--- src/rtl/ex_mem_if.sv ---
// EX->MEM pipeline bus: EX-stage payload in, registered MEM-stage payload out,
// plus the multi-cycle multiply-accumulate feedback path back to EX.
interface ex_mem_if;
  logic [4:0]  ex_waddr_i;
  logic        ex_reg_we_i;
  logic [31:0] ex_alu_res_i;
  logic        ex_hi_we_i;
  logic        ex_lo_we_i;
  logic [31:0] ex_hi_i;
  logic [31:0] ex_lo_i;
  logic [63:0] hilo_temp_i;
  logic [1:0]  cnt_i;

  logic [4:0]  mem_waddr_o;
  logic        mem_reg_we_o;
  logic [31:0] mem_alu_res_o;
  logic        mem_hi_we_o;
  logic        mem_lo_we_o;
  logic [31:0] mem_hi_o;
  logic [31:0] mem_lo_o;
  logic [63:0] hilo_temp_o;
  logic [1:0]  cnt_o;

  // EX side drives the payload and consumes the feedback
  modport master (
    output ex_waddr_i, ex_reg_we_i, ex_alu_res_i, ex_hi_we_i, ex_lo_we_i,
           ex_hi_i, ex_lo_i, hilo_temp_i, cnt_i,
    input  mem_waddr_o, mem_reg_we_o, mem_alu_res_o, mem_hi_we_o, mem_lo_we_o,
           mem_hi_o, mem_lo_o, hilo_temp_o, cnt_o
  );

  // the pipeline register itself
  modport slave (
    input  ex_waddr_i, ex_reg_we_i, ex_alu_res_i, ex_hi_we_i, ex_lo_we_i,
           ex_hi_i, ex_lo_i, hilo_temp_i, cnt_i,
    output mem_waddr_o, mem_reg_we_o, mem_alu_res_o, mem_hi_we_o, mem_lo_we_o,
           mem_hi_o, mem_lo_o, hilo_temp_o, cnt_o
  );
endinterface

--- src/rtl/ex_mem.sv ---
// EX/MEM pipeline register.
// stall_i[3]/[4] select Pass (EX running), Bubble (EX stalled, MEM running:
// insert a NOP and park the multi-cycle MAC state) or Hold (both stalled).
// Optional flush port, compiled in with macro EX_MEM_FLUSH_EN.
module ex_mem (
  input  logic       clk,
  input  logic       rst,
  input  logic [5:0] stall_i,
`ifdef EX_MEM_FLUSH_EN
  input  logic       flush_i,
`endif
  ex_mem_if.slave    bus
);

  typedef struct packed {
    logic [4:0]  waddr;
    logic        reg_we;
    logic [31:0] alu_res;
    logic        hi_we;
    logic        lo_we;
    logic [31:0] hi;
    logic [31:0] lo;
  } mem_t;

  mem_t        mem_q, mem_d;
  logic [63:0] hilo_q, hilo_d;
  logic [1:0]  cnt_q, cnt_d;
  logic        clr;

  // flush acts exactly like reset, so it is folded into one clear term
`ifdef EX_MEM_FLUSH_EN
  assign clr = rst | flush_i;
`else
  assign clr = rst;
`endif

  // stall decode; only bits 3 and 4 matter, EX-run/MEM-stall is held
  always_comb begin
    mem_d  = mem_q;
    hilo_d = hilo_q;
    cnt_d  = cnt_q;
    if (!stall_i[3] && !stall_i[4]) begin
      // pass: latch EX payload, MAC state no longer needed
      mem_d.waddr   = bus.ex_waddr_i;
      mem_d.reg_we  = bus.ex_reg_we_i;
      mem_d.alu_res = bus.ex_alu_res_i;
      mem_d.hi_we   = bus.ex_hi_we_i;
      mem_d.lo_we   = bus.ex_lo_we_i;
      mem_d.hi      = bus.ex_hi_i;
      mem_d.lo      = bus.ex_lo_i;
      hilo_d        = '0;
      cnt_d         = '0;
    end else if (stall_i[3] && !stall_i[4]) begin
      // bubble: NOP to MEM so the stalled instruction is not written twice
      mem_d  = '0;
      hilo_d = bus.hilo_temp_i;
      cnt_d  = bus.cnt_i;
    end
  end

  // state update, clear has priority over the stall decode
  always_ff @(posedge clk) begin
    if (clr) begin
      mem_q  <= '0;
      hilo_q <= '0;
      cnt_q  <= '0;
    end else begin
      mem_q  <= mem_d;
      hilo_q <= hilo_d;
      cnt_q  <= cnt_d;
    end
  end

  assign bus.mem_waddr_o   = mem_q.waddr;
  assign bus.mem_reg_we_o  = mem_q.reg_we;
  assign bus.mem_alu_res_o = mem_q.alu_res;
  assign bus.mem_hi_we_o   = mem_q.hi_we;
  assign bus.mem_lo_we_o   = mem_q.lo_we;
  assign bus.mem_hi_o      = mem_q.hi;
  assign bus.mem_lo_o      = mem_q.lo;
  assign bus.hilo_temp_o   = hilo_q;
  assign bus.cnt_o         = cnt_q;

endmodule

--- src/flat_wrapper.sv ---
// flat-port wrapper written by rule: the top's interface ports become plain ports
module ex_mem_flat 
  (clk, rst, stall_i, bus_ex_waddr_i, bus_ex_reg_we_i, bus_ex_alu_res_i, bus_ex_hi_we_i, bus_ex_lo_we_i, bus_ex_hi_i, bus_ex_lo_i, bus_hilo_temp_i, bus_cnt_i, bus_mem_waddr_o, bus_mem_reg_we_o, bus_mem_alu_res_o, bus_mem_hi_we_o, bus_mem_lo_we_o, bus_mem_hi_o, bus_mem_lo_o, bus_hilo_temp_o, bus_cnt_o);
  ex_mem_if bus_i ();
  input  logic clk;
  input  logic rst;
  input  logic [5:0] stall_i;
  input wire logic [$bits(bus_i.ex_waddr_i)-1:0] bus_ex_waddr_i;
  input wire logic [$bits(bus_i.ex_reg_we_i)-1:0] bus_ex_reg_we_i;
  input wire logic [$bits(bus_i.ex_alu_res_i)-1:0] bus_ex_alu_res_i;
  input wire logic [$bits(bus_i.ex_hi_we_i)-1:0] bus_ex_hi_we_i;
  input wire logic [$bits(bus_i.ex_lo_we_i)-1:0] bus_ex_lo_we_i;
  input wire logic [$bits(bus_i.ex_hi_i)-1:0] bus_ex_hi_i;
  input wire logic [$bits(bus_i.ex_lo_i)-1:0] bus_ex_lo_i;
  input wire logic [$bits(bus_i.hilo_temp_i)-1:0] bus_hilo_temp_i;
  input wire logic [$bits(bus_i.cnt_i)-1:0] bus_cnt_i;
  output wire logic [$bits(bus_i.mem_waddr_o)-1:0] bus_mem_waddr_o;
  output wire logic [$bits(bus_i.mem_reg_we_o)-1:0] bus_mem_reg_we_o;
  output wire logic [$bits(bus_i.mem_alu_res_o)-1:0] bus_mem_alu_res_o;
  output wire logic [$bits(bus_i.mem_hi_we_o)-1:0] bus_mem_hi_we_o;
  output wire logic [$bits(bus_i.mem_lo_we_o)-1:0] bus_mem_lo_we_o;
  output wire logic [$bits(bus_i.mem_hi_o)-1:0] bus_mem_hi_o;
  output wire logic [$bits(bus_i.mem_lo_o)-1:0] bus_mem_lo_o;
  output wire logic [$bits(bus_i.hilo_temp_o)-1:0] bus_hilo_temp_o;
  output wire logic [$bits(bus_i.cnt_o)-1:0] bus_cnt_o;
  assign bus_i.ex_waddr_i = bus_ex_waddr_i;
  assign bus_i.ex_reg_we_i = bus_ex_reg_we_i;
  assign bus_i.ex_alu_res_i = bus_ex_alu_res_i;
  assign bus_i.ex_hi_we_i = bus_ex_hi_we_i;
  assign bus_i.ex_lo_we_i = bus_ex_lo_we_i;
  assign bus_i.ex_hi_i = bus_ex_hi_i;
  assign bus_i.ex_lo_i = bus_ex_lo_i;
  assign bus_i.hilo_temp_i = bus_hilo_temp_i;
  assign bus_i.cnt_i = bus_cnt_i;
  assign bus_mem_waddr_o = bus_i.mem_waddr_o;
  assign bus_mem_reg_we_o = bus_i.mem_reg_we_o;
  assign bus_mem_alu_res_o = bus_i.mem_alu_res_o;
  assign bus_mem_hi_we_o = bus_i.mem_hi_we_o;
  assign bus_mem_lo_we_o = bus_i.mem_lo_we_o;
  assign bus_mem_hi_o = bus_i.mem_hi_o;
  assign bus_mem_lo_o = bus_i.mem_lo_o;
  assign bus_hilo_temp_o = bus_i.hilo_temp_o;
  assign bus_cnt_o = bus_i.cnt_o;
  ex_mem u_core (.clk(clk), .rst(rst), .stall_i(stall_i), .bus(bus_i));
endmodule
--- config.mk ---
export PLATFORM = sky130hd
export DESIGN_NAME = ex_mem_flat
export DESIGN_NICKNAME = d
export VERILOG_FILES = /design/src/rtl/ex_mem_if.sv /design/src/rtl/ex_mem.sv /design/src/flat_wrapper.sv
export SDC_FILE = /design/constraint.sdc
export NUM_CORES = 1
export LEC_CHECK = 0
export BUFFER_PORTS_ARGS = -buffer_cell sky130_fd_sc_hd__buf_2
export CORE_AREA = 2 2 137 139
export CTS_CLUSTER_DIAMETER = 60
export DETAILED_ROUTE_END_ITERATION = 10
export DIE_AREA = 0 0 139 141
export GPL_ROUTABILITY_DRIVEN = 0
export PLACE_DENSITY = 0.7
export SLEW_MARGIN = 10
export SYNTH_ARGS = -nofsm -noshare
export SYNTH_HDL_FRONTEND = slang
export SYNTH_SLANG_ARGS = --single-unit
--- constraint.sdc ---
create_clock -name clk -period 1.2 [get_ports clk]
set_input_delay 0.06 -clock clk [delete_from_list [all_inputs] [get_ports clk]]
set_output_delay 0.06 -clock clk [all_outputs]
set_load 0.02 [all_outputs]
==> impl_metrics.yaml, run 1 <==
outcome:
  status: "finished clean"
synth:
  synth_top_family_by_area: "compound AO/OA/AOI/OAI gates"
  synth_compound_area_share_pct: 25.88
  synth_common_cells: "236 x nand2_1, 170 x dfxtp_1, 102 x inv_1"
  synth_ff_type: "dfxtp_1"
  yosys_warnings: 0
  ys_seq_area_share_pct: 49.86
  synth_top_cell_area_share_pct: 49.86
  synth_edf_count: 0
  ys_types: 13
  synth_most_common_cell: "nand2_1"
  synth_simple_gate_area_share_pct: 13.33
  synth_area_mm2: 0.006825
  synth-async-reset-ratio_pct: 0
  netlist_instances: 757
  yosys-top-cells-area: "dfxtp_1 50%, o32ai_2 14%, nand2_1 13%, o22ai_1 6.0%, inv_1 5.6%"
  synthMuxAreaShare_pct: 0
  syn_avg_cell_area_um2: 9.016
  synthAdderAreaFrac_pct: 0
  synth_xor_area_share_pct: 0
  ys_ff_latch: 170
  yosysTopAreaCell: "dfxtp_1"
  synthesis.nets: 935
clock_tree:
  cts_max_level: 4
  cts_tree: "done"
  cts-root-buf: "clkbuf_16"
  clock-sinks: 170
  cts_made_buffers: 17
  postCtsSetupRepairBufs: 0
  cts_max_path_buffers: 2
  ctsResizeCount: 0
  path_clk_slew_ns: 0.08
  clock_latency_ns: 0.42
grt:
  grt_pass1_wl_um: 36390
  grt_max_degree: 93
  antenna_found_initial: 0
  grt_use_total_pct: 22.65
  overflow: 0
  grt_pass1_vias: 7335
pwr:
  switchingPower_mw: 3.746
  power_density_mw_per_mm2: 1270
  clkPwrFrac_pct: 41.7
  p_int_mw: 10.37
  p_leak_nw: 5.221
  peakVddDrop_uv: 927.7
  p_sw_share_pct: 26.55
  power_frac_comb_pct: 16.0
  finalPower_mw: 14.11
  seq_power_share_pct: 42.4
sta:
  finalCritPeriodShare_pct: 90.41
  skew_ns: 0
  rsz0062_at_grt: "false"
  setup_tns_ns: 0
  worst_pin_slew_ns: 0.5001
  fin_ws_ns: 0.1150
  maxSlewHeadroom_pct: 66.66
  final_max_slew_viol_count: 0
  finalHoldViolCount: 0
  fmax_mhz: 921.7
  finalCriticalPeriod_ns: 1.085
  finalSetupViolCount: 0
routing:
  wl_per_cell_um: 15.72
  viasPerCell: 4.969
  ant_nets: 0
  vias: 7374
  drc: 0
  wl_um: 23330
  firstDrtPassIters: 5
  drt-initial-drc-count: 374
placed_design:
  post-place-ws_ns: 0.08048
  hpwlAfterDp_um: 13340
  port_buffers: 343
  placed_cell_area_mm2: 0.008782
setup_path:
  cp_data_required_time_ns: 1.14
  critical-path-slowest-cell: "dfxtp_1"
  critPathBufInv: 1
  start_kind: "register"
  worstSetupEndpointType: "output pin"
  arrival_ns: 1.02
  cp_cell_sequence: "buf_2"
  path_delay_family: "flip-flops"
  path_class: "reg -> out"
  path_max_fanout: 2
  max_stage_delay_ns: 0.40
final_layout:
  post-route-util_pct: 60.84
  final_cell_area_mm2: 0.01111
  area_growth_pct: 62.82
  n_antenna_cell: 0
  nNetsFinal: 1415
  drive_gt1_share_pct: 36.96
min_path:
  hp-class: "in -> reg"
floorplanning:
  core_mm2: 0.01827
  die_h_um: 141
  die_x_um: 139
  ioPinCount: 348
  rows: 50
  die_area_mm2: 0.01960
  initial_core_util_pct: 37.36
job:
  cap_violations: 0
==> stage by stage <==
| step | hold WS [ns] | std cells |
|---|---|---|
| 2_1_floorplan | 0.2104 | 757 |
| 3_3_place_gp | 0.3131 | 1282 |
| 3_5_place_dp | 0.3203 | 1282 |
| 4_1_cts | 0.03143 | 1484 |
| 5_1_grt | 0.04615 | 1484 |
| 6_report | 0.03323 | 1484 |
==> power by group through the flow <==
| stage | Sequential, mW | Clock [mW] | Combinational, mW |
|---|---|---|---|
| after floorplan | 6.38 | 0 | 0.770 |
| after detailed placement | 6.10 | 0 | 1.78 |
| final | 5.98 | 5.88 | 2.25 |
| after CTS | 5.97 | 5.99 | 2.21 |
| after global routing | 6.00 | 6.24 | 2.39 |
| after global placement | 6.09 | 0 | 1.76 |
==> logic make-up after synthesis <==
group | count (synthesis)
flops | 170
buf+inv | 178
compound gates | 170
simple gates | 239
==> layout by cell type, fill, tap and decap left out <==
cell	count
inv_6	5
clkbuf_8	2
or2_4	1
buf_4	16
bufinv_16	3
clkinv_2	1
o32ai_2	60
buf_12	9
dfxtp_1	170
clkinv_4	3
o22ai_1	66
buf_2	340
dlygate4sd3_1	170
inv_8	1
o32ai_1	42
clkbuf_16	17
buf_6	2
nand2_1	236
a21oi_1	2
or3b_2	2
inv_1	102
==> cell type report <==
cell class	count	area (µm²)
timing repair buffer	537	3726
fill	1458	7154
clock buffer	19	452.9
sequential	170	3403
multi-input combinational	409	2679
tap	234	292.8
clock inverter	13	176.4
inverter	102	382.9
==> sequential cells by signal, indices dropped and copies added, names as in the netlist <==
signal	cells
u_core.bus.mem_lo_we_o	1
u_core.bus.mem_reg_we_o	1
u_core.bus.mem_lo_o	32
u_core.bus.mem_waddr_o	5
u_core.bus.hilo_temp_o	64
u_core.bus.mem_alu_res_o	32
u_core.bus.cnt_o	2
u_core.bus.mem_hi_o	32
u_core.bus.mem_hi_we_o	1
==> metal layers <==
layer  GRT usage [%]  up-vias  wire length, µm
met2           38.58      320            11660
li1                -     3527                -
met3           4.993       72             1435
met4           12.87        0             1013
met1           26.47     3455             9218
met5               0        -                0
==> timing repair <==
action                                  4_1_cts  5_1_grt
hold buffers                                170        0
hold endpoints to repair                    170        0
endpoints found under the setup margin        0        0
==> worst paths after layout <==
kind	slack, ns	cells after the start	from	end
setup / recovery	0.12	1	u_core.bus.hilo_temp_o[32]$_SDFFE_PP0P_	bus_hilo_temp_o[32]
setup reg to reg	0.37	2	u_core.bus.hilo_temp_o[32]$_SDFFE_PP0P_	u_core.bus.hilo_temp_o[32]$_SDFFE_PP0P_
hold / removal	0.03	3	stall_i[3]	u_core.bus.hilo_temp_o[60]$_SDFFE_PP0P_
hold reg to reg	0.45	2	u_core.bus.mem_waddr_o[4]$_SDFFE_PP0P_	u_core.bus.mem_waddr_o[4]$_SDFFE_PP0P_
Note: power is estimated with default switching activity, not from simulation.
==> inputs of run 2 (changes only) <==
BUFFER_PORTS_ARGS = -buffer_cell sky130_fd_sc_hd__buf_4   (was -buffer_cell sky130_fd_sc_hd__buf_2)
==> impl_metrics.yaml, run 2 (synthesis gave the netlist of run 1 again) <==
floorplanning:
  core_mm2: 0.01827
  die_area_mm2: 0.01960
  die_h_um: 141
  initial_core_util_pct: 37.36
  rows: 50
  die_x_um: 139
  ioPinCount: 348
placed_design:
  post-place-ws_ns: 0.04953
  port_buffers: 343
  hpwlAfterDp_um: 13990
setup_path:
  path_delay_family: "buffers and inverters"
  path_class: "in -> reg"
  cpMostUsedCell: "dlygate4sd3_1"
  worstSetupEndpointType: "register"
  path_max_fanout: 1
  max_stage_delay_ns: 0.59
  cp_cell_sequence: "dlygate4sd3_1, buf_4, inv_1, o32ai_1, dlygate4sd3_1"
  cp_data_required_time_ns: 1.56
  arrival_ns: 1.59
  start_kind: "input pin"
  critical-path-slowest-cell: "dlygate4sd3_1"
  critPathBufInv: 4
sta:
  finalCritPeriodShare_pct: 102.3
  fin_ws_ns: -0.02703
  finalSetupViolCount: 1
  maxSlewHeadroom_pct: 69.66
  rsz0062_at_grt: "false"
  finalHoldViolCount: 1
  final_max_slew_viol_count: 0
  finalCriticalPeriod_ns: 1.227
  holdWs_ns: -0.004757
  setup_tns_ns: -0.02703
  worst_pin_slew_ns: 0.4551
  skew_ns: 0
  fmax_mhz: 815.0
final_layout:
  n_antenna_cell: 0
  post-route-util_pct: 65.62
  final_cell_mix: "349 x buf_4, 236 x nand2_1, 174 x dlygate4sd3_1"
  area_growth_pct: 75.64
  final_common_cell: "buf_4"
  largest_reg_flops: 64
  nNetsFinal: 1414
  drive_gt1_share_pct: 37.23
clock_tree:
  clock_latency_ns: 0.42
  cts-root-buf: "clkbuf_16"
  postCtsSetupRepairBufs: 0
  cts_max_level: 4
  cts_tree: "done"
  clock-sinks: 170
  path_clk_slew_ns: 0.07
  cts_max_path_buffers: 2
  cts_made_buffers: 17
pwr:
  p_int_mw: 10.24
  p_sw_share_pct: 27.20
  clkPwrFrac_pct: 39.1
  power_density_mw_per_mm2: 1173
  power_frac_comb_pct: 18.3
  switchingPower_mw: 3.825
  p_leak_nw: 5.362
  peakVddDrop_uv: 890.9
  seq_power_share_pct: 42.6
grt:
  grt_use_total_pct: 23.40
  grt_pass1_wl_um: 37580
  grt_max_degree: 69
  antenna_found_initial: 0
  grt_pass1_vias: 7482
  overflow: 0
routing:
  viasPerCell: 4.924
  drt-initial-drc-count: 395
  wl_um: 23990
  vias: 7303
  firstDrtPassIters: 4
  ant_nets: 0
  wl_per_cell_um: 16.18
  drc: 0
outcome:
  status: "complete, but fails checks"
  failed_checks: "hold timing, setup timing"
job:
  cap_violations: 0
min_path:
  hp-class: "in -> reg"
run 2: cell types whose count changed in the layout (fill, tap and decap cells not counted), sizes merged:
cell         delta
buf             -5
inv             +1
bufinv          -2
dlygate4sd3     +4
clkinvlp        +1
run 2: metrics by stage:
step           instances  power, mW  instance area (µm²)
5_1_grt             1483      14.58                11990
3_3_place_gp        1277      8.145                 9620
4_1_cts             1490      14.15                12020
3_5_place_dp        1277      8.164                 9620
6_report            1483      14.06                11990
2_1_floorplan        757      7.147                 6825
run 2: final timing paths:
check	cells after the start	slack, ns	to	from
hold reg to reg	2	0.46	u_core.bus.mem_waddr_o[3]$_SDFFE_PP0P_	u_core.bus.mem_waddr_o[3]$_SDFFE_PP0P_
setup reg to reg	3	0.03	u_core.bus.mem_lo_o[28]$_SDFFE_PP0P_	u_core.bus.mem_lo_o[28]$_SDFFE_PP0P_
setup / recovery	5	-0.03	u_core.bus.mem_lo_o[28]$_SDFFE_PP0P_	bus_ex_lo_i[28]
hold / removal	2	-0.005	u_core.bus.mem_waddr_o[1]$_SDFFE_PP0P_	stall_i[3]
run 2: layout make-up:
cell class | instances | area (µm²)
Fill cell | 1378 | 6280
Timing Repair Buffer | 536 | 4604
Sequential cell | 170 | 3407
Multi-Input combinational cell | 409 | 2716
Clock buffer | 19 | 452.9
Inverter | 102 | 382.9
Tap cell | 234 | 292.8
Clock inverter | 13 | 131.4
run 2: what timing repair did:
| item | in CTS | in global routing |
|---|---|---|
| endpoints found under the setup margin | 0 | 8 |
| hold endpoints to repair | 170 | 0 |
| hold buffers | 181 | 0 |
| resized for setup | 0 | 8 |
run 2: metal layers:
metal | vias to the layer above | routed length [µm] | global-route usage [%] | share of wire (%)
met5 | - | 0 | 0 | 0
met4 | 0 | 1067 | 12.07 | 4.4
met3 | 81 | 1628 | 6.929 | 6.8
met2 | 305 | 11770 | 39.49 | 49
met1 | 3394 | 9529 | 27.02 | 40
li1 | 3523 | - | - | -
run 2: power groups by stage:
stage	Combinational (mW)	Clock [mW]	Sequential, mW
after floorplan	0.770	0	6.38
after global placement	2.04	0	6.11
after detailed placement	2.05	0	6.11
after CTS	2.53	5.63	5.98
after global routing	2.73	5.84	6.01
final	2.57	5.50	5.99
